### src/rtl/ddr3_wr_packer_if.sv
// Stream-in / MIG-app-out bundle for the DDR3 write packer.
// The master modport is the packer side; slave is the source plus MIG side.
interface ddr3_wr_packer_if #(
    parameter int unsigned IN_W   = 16,
    parameter int unsigned APP_DW = 128,
    parameter int unsigned ADDR_W = 32
);
    logic                  s_valid;
    logic [IN_W-1:0]       s_data;
    logic                  s_ready;
    logic                  app_rdy;
    logic                  app_wdf_rdy;
    logic [2:0]            app_cmd;
    logic                  app_cmd_en;
    logic [ADDR_W-1:0]     app_addr;
    logic [APP_DW-1:0]     app_wdf_data;
    logic [APP_DW/8-1:0]   app_wdf_mask;
    logic                  app_wdf_wren;
    logic                  app_wdf_end;

    modport master (
        input  s_valid, s_data, app_rdy, app_wdf_rdy,
        output s_ready, app_cmd, app_cmd_en, app_addr,
               app_wdf_data, app_wdf_mask, app_wdf_wren, app_wdf_end
    );

    modport slave (
        output s_valid, s_data, app_rdy, app_wdf_rdy,
        input  s_ready, app_cmd, app_cmd_en, app_addr,
               app_wdf_data, app_wdf_mask, app_wdf_wren, app_wdf_end
    );
endinterface

### src/rtl/ddr3_wr_packer.sv
// Packs a narrow word stream at incrementing byte addresses into masked
// APP_DW-bit MIG write lines, one app command per line.
module ddr3_wr_packer #(
    parameter int unsigned IN_W    = 16,
    parameter int unsigned APP_DW  = 128,
    parameter int unsigned ADDR_W  = 32,
    parameter int unsigned WRAP_EN = 0
) (
    input  logic              ui_clk,
    input  logic              rst,
    input  logic [ADDR_W-1:0] addr_min,
    input  logic [ADDR_W-1:0] addr_max,
    input  logic              start,
    input  logic              flush,
    ddr3_wr_packer_if.master  bus,
    output logic              done,
    output logic [31:0]       line_cnt
);
    localparam int unsigned BPW    = IN_W / 8;
    localparam int unsigned LINE_B = APP_DW / 8;
    localparam int unsigned LANES  = APP_DW / IN_W;
    localparam int unsigned LSB    = $clog2(BPW);
    localparam int unsigned LANE_W = (LANES > 1) ? $clog2(LANES) : 1;
    localparam logic [ADDR_W-1:0] OFF_MASK = ADDR_W'(LINE_B - 1);
    localparam logic [ADDR_W-1:0] STEP     = ADDR_W'(BPW);

    typedef enum logic [1:0] {S_FILL, S_ISSUE, S_DONE} state_t;

    state_t              r_state;
    state_t              w_state_nxt;
    logic [ADDR_W-1:0]   r_addr;
    logic [ADDR_W-1:0]   r_addr_min;
    logic [ADDR_W-1:0]   r_addr_max;
    logic [ADDR_W-1:0]   r_line_addr;
    logic [APP_DW-1:0]   r_data;
    logic [LINE_B-1:0]   r_mask;
    logic [31:0]         r_line_cnt;
    logic                r_end;

    logic                w_kill;
    logic                w_s_ready;
    logic                w_acc;
    logic                w_hs;
    logic                w_last;
    logic                w_at_end;
    logic                w_any;
    logic [LANE_W-1:0]   w_lane;
    logic [APP_DW-1:0]   w_data_nxt;
    logic [LINE_B-1:0]   w_mask_nxt;

    function automatic logic [ADDR_W-1:0] line_of(input logic [ADDR_W-1:0] a);
        return a & ~OFF_MASK;
    endfunction

    // start and rst both abort whatever is in flight, including a pending strobe
    assign w_kill   = rst | start;
    assign w_lane   = LANE_W'((r_addr & OFF_MASK) >> LSB);
    assign w_last   = (w_lane == LANE_W'(LANES - 1));
    assign w_at_end = ((r_addr + STEP) == r_addr_max);
    assign w_any    = (r_mask != '1);

    // Lane write of the incoming word into the line buffer
    always_comb begin
        w_data_nxt = r_data;
        w_mask_nxt = r_mask;
        for (int unsigned k = 0; k < LANES; k++) begin
            if (w_lane == LANE_W'(k)) begin
                w_data_nxt[k*IN_W +: IN_W] = bus.s_data;
                w_mask_nxt[k*BPW +: BPW]   = '0;
            end
        end
    end

    always_ff @(posedge ui_clk) begin
        if (w_kill) r_state <= S_FILL;
        else        r_state <= w_state_nxt;
    end

    always_comb begin
        w_state_nxt = r_state;
        w_s_ready   = 1'b0;
        w_acc       = 1'b0;
        w_hs        = 1'b0;
        case (r_state)
            S_FILL: begin
                w_s_ready = ~w_kill;
                w_acc     = bus.s_valid & ~w_kill;
                if ((w_acc & (w_last | w_at_end)) | (flush & (w_any | w_acc)))
                    w_state_nxt = S_ISSUE;
            end
            S_ISSUE: begin
                w_hs = bus.app_rdy & bus.app_wdf_rdy & ~w_kill;
                if (w_hs)
                    w_state_nxt = (r_end && (WRAP_EN == 0)) ? S_DONE : S_FILL;
            end
            S_DONE: w_state_nxt = S_DONE;
            default: w_state_nxt = S_FILL;
        endcase
    end

    // Address, line buffer and counters
    always_ff @(posedge ui_clk) begin
        if (w_kill) begin
            r_addr      <= addr_min;
            r_addr_min  <= addr_min;
            r_addr_max  <= addr_max;
            r_line_addr <= line_of(addr_min);
            r_data      <= '0;
            r_mask      <= '1;
            r_line_cnt  <= '0;
            r_end       <= 1'b0;
        end else begin
            if (w_acc) begin
                r_data <= w_data_nxt;
                r_mask <= w_mask_nxt;
                r_addr <= r_addr + STEP;
                if (w_at_end) r_end <= 1'b1;
            end
            if (w_hs) begin
                r_data     <= '0;
                r_mask     <= '1;
                r_line_cnt <= r_line_cnt + 32'd1;
                r_end      <= 1'b0;
                if (!r_end) begin
                    r_line_addr <= line_of(r_addr);
                end else if (WRAP_EN != 0) begin
                    r_addr      <= r_addr_min;
                    r_line_addr <= line_of(r_addr_min);
                end
            end
        end
    end

    assign bus.s_ready      = w_s_ready;
    assign bus.app_cmd      = 3'b000;
    assign bus.app_cmd_en   = w_hs;
    assign bus.app_wdf_wren = w_hs;
    assign bus.app_wdf_end  = w_hs;
    assign bus.app_addr     = r_line_addr;
    assign bus.app_wdf_data = r_data;
    assign bus.app_wdf_mask = r_mask;
    assign done             = (r_state == S_DONE);
    assign line_cnt         = r_line_cnt;
endmodule
### src/flat_wrapper.sv
// flat-port wrapper written by rule: the top's interface ports become plain ports
module ddr3_wr_packer_flat 
#(
    parameter int unsigned IN_W    = 16,
    parameter int unsigned APP_DW  = 128,
    parameter int unsigned ADDR_W  = 32,
    parameter int unsigned WRAP_EN = 0
)
  (ui_clk, rst, addr_min, addr_max, start, flush, done, line_cnt, bus_s_valid, bus_s_data, bus_app_rdy, bus_app_wdf_rdy, bus_s_ready, bus_app_cmd, bus_app_cmd_en, bus_app_addr, bus_app_wdf_data, bus_app_wdf_mask, bus_app_wdf_wren, bus_app_wdf_end);
  ddr3_wr_packer_if #(.IN_W(IN_W), .APP_DW(APP_DW), .ADDR_W(ADDR_W)) bus_i ();
  input  logic ui_clk;
  input  logic rst;
  input  logic [ADDR_W-1:0] addr_min;
  input  logic [ADDR_W-1:0] addr_max;
  input  logic start;
  input  logic flush;
  output logic done;
  output logic [31:0] line_cnt;
  input wire logic [$bits(bus_i.s_valid)-1:0] bus_s_valid;
  input wire logic [$bits(bus_i.s_data)-1:0] bus_s_data;
  input wire logic [$bits(bus_i.app_rdy)-1:0] bus_app_rdy;
  input wire logic [$bits(bus_i.app_wdf_rdy)-1:0] bus_app_wdf_rdy;
  output wire logic [$bits(bus_i.s_ready)-1:0] bus_s_ready;
  output wire logic [$bits(bus_i.app_cmd)-1:0] bus_app_cmd;
  output wire logic [$bits(bus_i.app_cmd_en)-1:0] bus_app_cmd_en;
  output wire logic [$bits(bus_i.app_addr)-1:0] bus_app_addr;
  output wire logic [$bits(bus_i.app_wdf_data)-1:0] bus_app_wdf_data;
  output wire logic [$bits(bus_i.app_wdf_mask)-1:0] bus_app_wdf_mask;
  output wire logic [$bits(bus_i.app_wdf_wren)-1:0] bus_app_wdf_wren;
  output wire logic [$bits(bus_i.app_wdf_end)-1:0] bus_app_wdf_end;
  assign bus_i.s_valid = bus_s_valid;
  assign bus_i.s_data = bus_s_data;
  assign bus_i.app_rdy = bus_app_rdy;
  assign bus_i.app_wdf_rdy = bus_app_wdf_rdy;
  assign bus_s_ready = bus_i.s_ready;
  assign bus_app_cmd = bus_i.app_cmd;
  assign bus_app_cmd_en = bus_i.app_cmd_en;
  assign bus_app_addr = bus_i.app_addr;
  assign bus_app_wdf_data = bus_i.app_wdf_data;
  assign bus_app_wdf_mask = bus_i.app_wdf_mask;
  assign bus_app_wdf_wren = bus_i.app_wdf_wren;
  assign bus_app_wdf_end = bus_i.app_wdf_end;
  ddr3_wr_packer #(.IN_W(IN_W), .APP_DW(APP_DW), .ADDR_W(ADDR_W), .WRAP_EN(WRAP_EN)) u_core (.ui_clk(ui_clk), .rst(rst), .addr_min(addr_min), .addr_max(addr_max), .start(start), .flush(flush), .bus(bus_i), .done(done), .line_cnt(line_cnt));
endmodule
### config.mk
export PLATFORM = sky130hd
export DESIGN_NAME = ddr3_wr_packer_flat
export DESIGN_NICKNAME = d
export VERILOG_FILES = /design/src/rtl/ddr3_wr_packer_if.sv /design/src/rtl/ddr3_wr_packer.sv /design/src/flat_wrapper.sv
export SDC_FILE = /design/constraint.sdc
export NUM_CORES = 1
export LEC_CHECK = 0
export ABC_AREA = 1
export BUFFER_PORTS_ARGS = -buffer_cell sky130_fd_sc_hd__buf_4
export CORE_MARGIN = 2
export CORE_UTILIZATION = 57
export CTS_CLUSTER_DIAMETER = 30
export DETAILED_ROUTE_END_ITERATION = 10
export PLACE_DENSITY = 0.93
export SLEW_MARGIN = 10
export SYNTH_ARGS = -nofsm -noshare
export SYNTH_HDL_FRONTEND = slang
export SYNTH_SLANG_ARGS = --single-unit
export TNS_END_PERCENT = 50
### constraint.sdc
create_clock -name ui_clk -period 8.3 [get_ports ui_clk]
set_input_delay 0 -clock ui_clk [delete_from_list [all_inputs] [get_ports ui_clk]]
set_output_delay 0 -clock ui_clk [all_outputs]
set_load 0.01 [all_outputs]
==> flow_summary.json, run 1 <==
{
  "numPortBuffers": 295,
  "drc": 0,
  "finalCritPeriodShare_pct": 39.0,
  "grt_pass1_wl_mm": 64.9,
  "p_leak_nw": 7.32,
  "cts_buffers": 48,
  "finClkSkew_ns": 0.0232,
  "yosys_warnings": 0,
  "maxCapViolations": 0,
  "synth_top_cell_area_share_pct": 29.9,
  "syn2layout_area_growth_pct": 42.4,
  "grt_pass1_vias": 12039,
  "die_x_um": 146,
  "ys_ff_latch": 263,
  "rrSetupSlack_ns": 5.06,
  "worst-setup-path-type": "flip-flop to flip-flop",
  "status": "finished, final reports clean",
  "routed_wl_mm": 42.2,
  "start_util_pct": 58.4,
  "slew_headroom_pct": 18.8,
  "clk_pin_slew_ns": 0.05,
  "whs_endpoint": "u_core.r_state[0]",
  "clockPowerShare_pct": 54.2,
  "comb_power_share_pct": 8.2,
  "die_y_um": 146,
  "cts_resized": 0,
  "hold_depth": 6,
  "clk_path_buf_depth": 3,
  "seqCellArea_um2": 6190,
  "syn_area_per_cell_um2": 8.33,
  "fin_crit_ns": 3.24,
  "dp_hpwl_mm": 24.1,
  "n_fill_cell": 1075,
  "antenna_found_initial": 1,
  "clk_root_buffer_cell": "clkbuf_16",
  "cts_setup_buffers": 0,
  "layout-drive-gt1-share_pct": 24.8,
  "tns_ns": 0,
  "clkLatencyLatePin_ns": 0.55,
  "pwr-share-seq_pct": 37.6,
  "synth_cell_types": 38,
  "fin_cells": 2045,
  "rsz0062_at_grt": "false",
  "drt-initial-drc-count": 1100,
  "grt_util_all_layers_pct": 38.5,
  "grt_max_degree": 139,
  "swShare_pct": 24.9,
  "netlist_area_um2": 11400,
  "die_area_um2": 21200,
  "p_int_mw": 2.87,
  "rows": 51,
  "worstHoldStart": "bus_app_wdf_rdy",
  "drt_first_pass_iters": 8,
  "clock-sinks": 263,
  "fmax_mhz": 309,
  "nNetsFinal": 1837,
  "reg2reg_to": "u_core.r_state[0]",
  "setup_violations": 0,
  "p_switching_mw": 0.955,
  "post_drt_wl_per_cell_um": 20.7,
  "syn_inst": 1373,
  "worstRegToRegCells": 18,
  "final_antenna_net_count": 0,
  "required_ns": 8.76,
  "finalHoldViolCount": 0,
  "ios": 303,
  "multi_input_area_um2": 4470,
  "gp_congestion": 0.938,
  "worst_hold_slack_ns": 0.0366,
  "ys_top_cells_by_area": "dfxtp_1 30%, edfxtp_1 24%, nand2_1 8.9%, o21ai_0 8.5%, a21oi_1 6.4%",
  "drv_slew": 0,
  "coreArea_um2": 19600,
  "worst_ir_drop_vdd_mv": 0.204,
  "worstSetupEndpointType": "flip-flop",
  "dp_cells": 1874,
  "start_kind": "flip-flop",
  "power_density_nw_per_um2": 235,
  "rr_startpoint": "u_core.r_addr[1]",
  "yosysTopAreaCell": "dfxtp_1",
  "fin_area_um2": 16300,
  "place_area_um2": 13700,
  "dr_total_vias": 12032,
  "crit_arrival_ns": 3.69,
  "worst_slew_pin_slew_ns": 1.22,
  "cts_tree": "yes",
  "hold_path_class": "input pin to flip-flop",
  "overflow": 0,
  "seq_area_frac_synth_pct": 54.1,
  "cts-htree-levels": 2,
  "viasPerCell": 5.88,
  "cp_max_fo": 6
}
==> cell type report <==
class,count,area share [%]
antenna,1,0.0154
clock buffer,55,7.99
clock inverter,31,2.44
inverter,134,3.10
multi-input combinational,912,27.4
sequential,263,38.0
tap,265,2.04
timing repair buffer,384,19.0
==> synthesized netlist by cell type <==
cell,instances
o21ai_0,195
buf_1,1
nor4_1,5
xnor2_1,3
clkinv_2,1
o21a_1,3
nor3_1,11
a21oi_2,1
conb_1,1
inv_2,5
dfxtp_1,171
nand3_1,82
nand4_1,16
nor2_4,12
nand2_1,270
nand3_2,4
ha_1,7
inv_1,122
o21ba_2,1
clkinv_1,6
nand2_4,3
nor2_1,96
nand3b_1,8
edfxtp_1,92
clkbuf_1,51
nor3_2,3
nor3b_2,1
a22o_1,1
a21oi_1,146
xor2_1,7
nand2_2,11
o21ai_1,6
nor2_8,1
a21boi_0,1
nor2_2,9
or3_1,1
a32o_1,1
buf_4,18
==> through the flow <==
step                power (mW)  setup slack, ns  utilization [%]
detailed placement        1.72             5.52             70.2
finish                    3.83             5.06             83.1
CTS                       3.79             5.10             83.1
global placement          1.71             5.71             70.2
floorplan                 1.60             5.25                -
global route              3.92             4.78             83.1
==> state kept, by name, summed over array words and instances (netlist names) <==
signal                   cells
u_core.bus.app_wdf_mask      8
u_core.r_end                 1
u_core.line_cnt             32
u_core.bus.app_wdf_data    128
u_core.r_addr_max           32
u_core.r_state               2
u_core.bus.app_addr         28
u_core.r_addr               32
==> timing repair <==
action | 4_1_cts | 5_1_grt
endpoints found under the hold margin | 205 | 0
hold buffers | 84 | 0
setup endpoints to repair | 0 | 0
==> worst max-delay path, stage by stage, from the launching register on <==
cell	delay (ns)
edfxtp_1	0.46
ha_1	0.32
nand2_2	0.13
nor2_8	0.17
nand2_1	0.11
nor2_2	0.26
nand3_1	0.16
nand3_1	0.13
nand2_1	0.06
nor2_1	0.10
nand2_1	0.05
nor2_1	0.19
nand3_1	0.14
nand2_1	0.08
nand2_1	0.04
nand2_1	0.05
dlygate4sd3_1	0.54
nand2_1	0.06
a21oi_2	0.10
==> kinds of logic (layout without fill, tap and decap cells) <==
group	Yosys count	count (layout)	synth area share [%]
simple gates	533	533	21.3
compound gates	355	355	15.8
flops	263	263	54.1
buf+inv	204	604	7.30
xor+xnor	10	10	0.766
other cells	1	8	0.0328
fa+ha+maj	7	7	0.766
==> routing by layer <==
| metal | vias up | global-route usage [%] | share of wire, % |
|---|---|---|---|
| li1 | 5333 | - | - |
| met1 | 5492 | 42.5 | 33 |
| met4 | 0 | 27.4 | 8.0 |
| met3 | 248 | 9.25 | 11 |
| met2 | 959 | 65.2 | 48 |
| met5 | - | 0 | 0 |
==> power by group through the flow <==
stage	Clock [mW]	Combinational (mW)	Sequential [mW]
after floorplan	0	0.149	1.45
after global placement	0	0.256	1.46
after detailed placement	0	0.263	1.46
after CTS	2.05	0.301	1.44
after global routing	2.14	0.338	1.44
final	2.08	0.313	1.44
==> worst max-delay path by stage <==
stage | to | slack, ns | cells past startpoint | startpoint
after detailed placement | u_core.bus.app_wdf_data[120] | 5.52 | 10 | rst
after global placement | u_core.bus.app_wdf_data[112] | 5.71 | 10 | rst
after floorplan | u_core.bus.app_addr[10] | 5.25 | 5 | u_core.r_state[1]
after global routing | u_core.r_state[0] | 4.78 | 18 | u_core.r_addr[1]
final | u_core.r_state[0] | 5.06 | 18 | u_core.r_addr[1]
after CTS | u_core.r_state[0] | 5.10 | 18 | u_core.r_addr[1]
==> layout by cell type (no fill, tap or decap), drive strengths merged, types with 7 or more instances in the layout <==
cell | synthesis | routed
buf | 19 | 300
nand2 | 284 | 284
o21ai | 201 | 201
dfxtp | 171 | 171
a21oi | 147 | 147
inv | 127 | 135
nor2 | 118 | 118
edfxtp | 92 | 92
nand3 | 86 | 86
dlygate4sd3 | 0 | 84
clkbuf | 51 | 55
clkinv | 7 | 18
nand4 | 16 | 16
nor3 | 14 | 14
nand3b | 8 | 8
xor2 | 7 | 7
ha | 7 | 7
conb | 1 | 7
bufinv | 0 | 7
Power figures use the tool's default switching activity.
==> run 2: changes to the inputs <==
--- a/config.mk
+++ b/config.mk
@@ -8,10 +8,10 @@
 export ABC_AREA = 1
 export BUFFER_PORTS_ARGS = -buffer_cell sky130_fd_sc_hd__buf_4
 export CORE_MARGIN = 2
-export CORE_UTILIZATION = 57
+export CORE_UTILIZATION = 48
 export CTS_CLUSTER_DIAMETER = 30
 export DETAILED_ROUTE_END_ITERATION = 10
-export PLACE_DENSITY = 0.93
+export PLACE_DENSITY = 0.85
 export SLEW_MARGIN = 10
 export SYNTH_ARGS = -nofsm -noshare
 export SYNTH_HDL_FRONTEND = slang
==> constraint.sdc (replaced) <==
create_clock -name ui_clk -period 2.8 [get_ports ui_clk]
set_input_delay 0 -clock ui_clk [delete_from_list [all_inputs] [get_ports ui_clk]]
set_output_delay 0 -clock ui_clk [all_outputs]
set_load 0.01 [all_outputs]
==> run 2 against run 1 <==
  * Design area up 2.6%
  * Combinational power rose to 3.0 times the previous value
  * Critical path depth down 2
  * Critical path type unchanged
  * Largest cell class unchanged
  * Largest power group unchanged
  * Highest routed layer unchanged
==> flow_summary.json, run 2 (same netlist as run 1, synthesis figures left out) <==
{
  "status": "finished, final reports clean",
  "p_int_mw": 8.70,
  "worstSetupEndpointType": "flip-flop",
  "grt_max_degree": 127,
  "seqCellArea_um2": 6190,
  "p_leak_nw": 7.53,
  "cts-htree-levels": 2,
  "die_y_um": 158,
  "die_x_um": 158,
  "antenna_found_initial": 1,
  "grt_util_met1_pct": 35.6,
  "drv_slew": 0,
  "worst_slew_pin_slew_ns": 0.599,
  "final_antenna_net_count": 0,
  "drt-initial-drc-count": 980,
  "drc": 0,
  "fin_cells": 2132,
  "gp_congestion": 0.959,
  "fin_area_um2": 16700,
  "viasPerCell": 5.41,
  "p_switching_mw": 2.92,
  "setup_violations": 0,
  "clk_path_buf_depth": 3,
  "slew_headroom_pct": 60.1,
  "final_common_cell": "buf_4",
  "rsz0062_at_grt": "false",
  "clk_pin_slew_ns": 0.05,
  "maxCapViolations": 0,
  "hold_path_class": "input pin to flip-flop",
  "grt.busiest_layer": "met2",
  "grt_pass1_wl_mm": 59.6,
  "drt_first_pass_iters": 7,
  "met3_usage_pct": 8.46,
  "grt_util_all_layers_pct": 30.5,
  "syn2layout_area_growth_pct": 46.2,
  "dp_hpwl_mm": 24.2,
  "grt_pass1_vias": 11406,
  "clk_root_buffer_cell": "clkbuf_16",
  "power_density_nw_per_um2": 695,
  "clkLatencyLatePin_ns": 0.56,
  "comb_power_share_pct": 8.0,
  "cp_max_fo": 10,
  "largest_register_ff_count": 128,
  "start_util_pct": 48.9,
  "dr_total_vias": 11526,
  "routed_wl_mm": 39.4,
  "finalHoldViolCount": 0,
  "crit_arrival_ns": 3.03,
  "overflow": 0,
  "cts_buffers": 53,
  "coreArea_um2": 23400,
  "place_area_um2": 13900,
  "required_ns": 3.27,
  "tns_ns": 0,
  "place_ws_ns": 0.301,
  "cts_tree": "yes",
  "start_kind": "flip-flop",
  "numPortBuffers": 295,
  "worst_slack_ns": 0.239,
  "dp_cells": 1938,
  "pwr-share-seq_pct": 36.7,
  "n_fill_cell": 1674,
  "use_met2_pct": 51.5,
  "finClkSkew_ns": 0.0263,
  "layout-drive-gt1-share_pct": 26.2,
  "fin_crit_ns": 2.56,
  "worst-setup-path-type": "flip-flop to flip-flop",
  "clock-sinks": 263,
  "rows": 56,
  "die_area_um2": 25100,
  "ios": 303,
  "finalCritPeriodShare_pct": 91.5,
  "worst_ir_drop_vdd_mv": 0.555,
  "swShare_pct": 25.1,
  "nNetsFinal": 1861,
  "final_cell_mix": "314 x buf_4, 269 x nand2_1, 194 x o21ai_0",
  "clockPowerShare_pct": 55.2,
  "post_drt_wl_per_cell_um": 18.5,
  "multi_input_area_um2": 4510,
  "fmax_mhz": 391
}
run 2: power by group through the flow:
stage	Clock (mW)	Sequential [mW]	Combinational (mW)
6_report	6.42	4.27	0.934
5_1_grt	6.66	4.28	1.02
4_1_cts	6.44	4.26	0.907
3_5_place_dp	0	4.33	0.796
3_3_place_gp	0	4.32	0.776
2_1_floorplan	0	4.31	0.441
run 2: metal layers:
metal	up-vias	share of wire, %
met2	678	48
met1	5308	37
met3	155	9.6
li1	5385	-
met5	-	0
met4	0	5.3
run 2: repair_timing:
item	in CTS	in global routing
hold endpoints to repair	219	0
buffers inserted	0	6
setup endpoints to repair	0	7
resized for setup	0	13
hold buffers	87	0
run 2: path summary, 6_finish.rpt:
check                                    startpoint               endpoint  slack (ns)  cells past startpoint
worst min register to register  u_core.line_cnt[31]    u_core.line_cnt[31]        0.47                      2
worst max-delay path               u_core.r_addr[3]      u_core.r_state[0]        0.24                     16
worst min-delay path                   addr_max[13]  u_core.r_addr_max[13]        0.18                      2
worst max register to register     u_core.r_addr[3]      u_core.r_state[0]        0.24                     16
run 2: metrics by stage:
stage	power, mW	hold slack (ns)	utilization (%)
final	11.6	0.179	71.4
after detailed placement	5.12	0.179	59.4
after global routing	12.0	0.180	71.4
after CTS	11.6	0.155	71.0
after floorplan	4.75	0.0989	-
after global placement	5.10	0.178	59.4
run 2: final cells by class:
cell class,count,area share (%)
flip-flops and latches,263,37.0
multi-input cells,912,26.9
repair buffers,403,19.6
clock buffers,61,8.55
inverters,134,3.08
clock inverters,39,2.45
well taps,319,2.39
diodes,1,0.0150
run 2: critical path: stages (launching register included):
cell	delay (ns)
edfxtp_1	0.57
nand2_1	0.17
nor2_4	0.22
nand2_2	0.13
nor2_4	0.19
nand3_1	0.16
nand3b_1	0.12
nand2_1	0.06
nor2_1	0.11
nand2_1	0.09
nor2_1	0.19
nand3_1	0.15
nand2_1	0.08
nand2_1	0.04
nand2_1	0.05
nand2_1	0.05
a21oi_2	0.11
==> run 3: changes to the inputs <==
--- a/config.mk
+++ b/config.mk
@@ -6,12 +6,12 @@
 export NUM_CORES = 1
 export LEC_CHECK = 0
 export ABC_AREA = 1
-export BUFFER_PORTS_ARGS = -buffer_cell sky130_fd_sc_hd__buf_4
 export CORE_MARGIN = 2
-export CORE_UTILIZATION = 48
+export CORE_UTILIZATION = 57
 export CTS_CLUSTER_DIAMETER = 30
 export DETAILED_ROUTE_END_ITERATION = 10
-export PLACE_DENSITY = 0.85
+export DONT_BUFFER_PORTS = 1
+export PLACE_DENSITY = 0.83
 export SLEW_MARGIN = 10
 export SYNTH_ARGS = -nofsm -noshare
 export SYNTH_HDL_FRONTEND = slang
==> run 3 against run 2 <==
  * Flip-flop and latch count unchanged
  * Clock power is 10% lower
  * Count of clock-buffer cells in the layout unchanged
  * Clock skew shrank 0.0027 ns
  * First-iteration DRC count shrank 23%
  * Via count decreased by 11%
  * Routed wire length down 11%
  * Register-to-register slack better by 0.03 ns
  * Fmax up 0.99%
  * Die area decreased by 15%
  * Critical path depth rose by 3
  * Total power shrank 6.9%
  * Critical path type unchanged
  * Largest cell class unchanged
==> flow_summary.json, run 3 (same netlist as run 1, synthesis figures left out) <==
{
  "final_cell_mix": "270 x nand2_1, 194 x o21ai_0, 171 x dfxtp_1",
  "largest_register_ff_count": 128,
  "crit_arrival_ns": 2.98,
  "dp_hpwl_mm": 21.7,
  "worst_ir_drop_vdd_mv": 0.478,
  "post_drt_wl_per_cell_um": 19.7,
  "viasPerCell": 5.77,
  "drt_first_pass_iters": 6,
  "final_common_cell": "nand2_1",
  "die_x_um": 146,
  "grt_max_degree": 112,
  "rr_startpoint": "u_core.r_addr[1]",
  "antenna_found_initial": 1,
  "finalHoldViolCount": 0,
  "start_kind": "flip-flop",
  "routed_wl_mm": 34.9,
  "nNetsFinal": 1565,
  "hold_path_class": "input pin to flip-flop",
  "fin_crit_ns": 2.54,
  "clk_pin_slew_ns": 0.05,
  "finalCritPeriodShare_pct": 90.6,
  "worstHoldStart": "addr_max[15]",
  "crit_path_max_incr_delay_ns": 0.47,
  "drt-initial-drc-count": 759,
  "numPortBuffers": 0,
  "gp_congestion": 0.930,
  "worst-setup-path-type": "flip-flop to flip-flop",
  "cts_tree": "yes",
  "cts-htree-levels": 2,
  "path_cells": "buf_4 -> buf_4 -> inv_2 -> ha_1 -> xnor2_1 -> nand2_1 -> nor2_1 -> nand3_1 -> a21oi_2 -> nand2_1 -> nor2_1 -> nand2_1 -> nor2_1 -> nand3_1 -> nand2_1 -> nand2_1 -> nand2_1 -> nand2_1 -> a21oi_2",
  "hold_depth": 1,
  "grt_pass1_wl_mm": 53.7,
  "layout-drive-gt1-share_pct": 11.2,
  "power_density_nw_per_um2": 760,
  "worstSetupEndpointType": "flip-flop",
  "worstRegToRegCells": 19,
  "clk_path_buf_depth": 3,
  "grt_pass1_vias": 10088,
  "clk_root_buffer_cell": "clkbuf_16",
  "ios": 303,
  "fmax_mhz": 394,
  "crit_start": "u_core.r_addr[1]",
  "dp_cells": 1589,
  "die_area_um2": 21200,
  "slowest_stage": "edfxtp_1",
  "drv_slew": 0,
  "maxCapViolations": 0,
  "clock-sinks": 263,
  "cp_max_fo": 4,
  "total_power_mw": 10.8,
  "overflow": 0,
  "grt_util_all_layers_pct": 31.8,
  "coreArea_um2": 19600,
  "finClkSkew_ns": 0.0236,
  "rows": 51,
  "required_ns": 3.25,
  "drc": 0,
  "p_leak_nw": 5.88,
  "start_util_pct": 58.4,
  "syn2layout_area_growth_pct": 24.5,
  "setup_violations": 0,
  "dr_total_vias": 10239,
  "die_y_um": 146,
  "fin_cells": 1776,
  "cp_common_cell": "nand2_1",
  "worst_slew_pin_slew_ns": 1.00,
  "final_antenna_net_count": 0,
  "clkLatencyLatePin_ns": 0.54,
  "slew_headroom_pct": 33.1,
  "cts_buffers": 48,
  "status": "finished, final reports clean"
}
[run 3: cell count changes in the layout (fill, tap and decap cells not counted), moves of 2 or more]
cell	delta
clkinv_4	+3
clkinv_8	-2
clkbuf_1	+3
bufinv_16	-2
buf_4	-292
dlygate4sd3_1	+2
inv_8	-3
clkinv_1	-2
clkbuf_16	-4
nor2_4	-2
inv_6	-6
[run 3: final timing paths]
kind	end	slack, ns
max	u_core.r_state[0]	0.26
max reg2reg	u_core.r_state[0]	0.26
min	u_core.r_addr_max[15]	0.09
min reg2reg	u_core.line_cnt[28]	0.53
[run 3: final cells by class]
| type | count | area, µm² |
|---|---|---|
| repair buffers | 112 | 1090 |
| clock inverters | 28 | 282 |
| well taps | 265 | 332 |
| multi-input cells | 912 | 4490 |
| diodes | 1 | 2.50 |
| fillers | 1372 | 5360 |
| flip-flops and latches | 263 | 6190 |
| clock buffers | 61 | 1360 |
| inverters | 134 | 504 |
[run 3: metrics by stage]
| step | hold WS (ns) | utilization (%) | area, µm² | worst slack (ns) | TNS, ns |
|---|---|---|---|---|---|
| after detailed placement | 0.0989 | 59.4 | 11600 | 0.278 | 0 |
| final | 0.0928 | 72.7 | 14200 | 0.264 | 0 |
| after global placement | 0.0989 | 59.4 | 11600 | 0.350 | 0 |
| after floorplan | 0.0989 | - | 11500 | 0.507 | 0 |
| after CTS | 0.0732 | 72.2 | 14100 | 0.249 | 0 |
| after global routing | 0.0898 | 72.7 | 14200 | -0.0305 | -0.0305 |
[run 3: timing repair]
| action | 4_1_cts | 5_1_grt |
|---|---|---|
| resized for setup | 0 | 3 |
| hold endpoints to repair | 241 | 0 |
| buffers inserted | 0 | 9 |
| hold buffers | 88 | 0 |
| endpoints found under the setup margin | 0 | 1 |
[run 3: worst max-delay path, delay by kind of cell (launching register included)]
family / cells / cell delay, ns
XOR/XNOR: 1 / 0.18
AND/OR/NAND/NOR: 12 / 0.91
adder cells (fa/ha/maj): 1 / 0.27
AO/OA/AOI/OAI: 2 / 0.22
flip-flops: 1 / 0.47
buffers and inverters: 3 / 0.41
[run 3: power breakdown]
group          switching, mW  total [mW]  internal, mW  leakage (nW)
combinational          0.486       0.751         0.265          2.77
sequential             0.161        4.30          4.14          2.33
clock                   2.03        5.76          3.73         0.781
total                   2.68        10.8          8.13          5.88
[run 3: layer usage]
layer  vias up  GRT usage, %  wire length [µm]
met4         0          14.1              1420
met3       114          9.22              3600
met1      4717          37.3             13100
li1       4791             -                 -
met5         -             0                 0
met2       617          54.3             16900
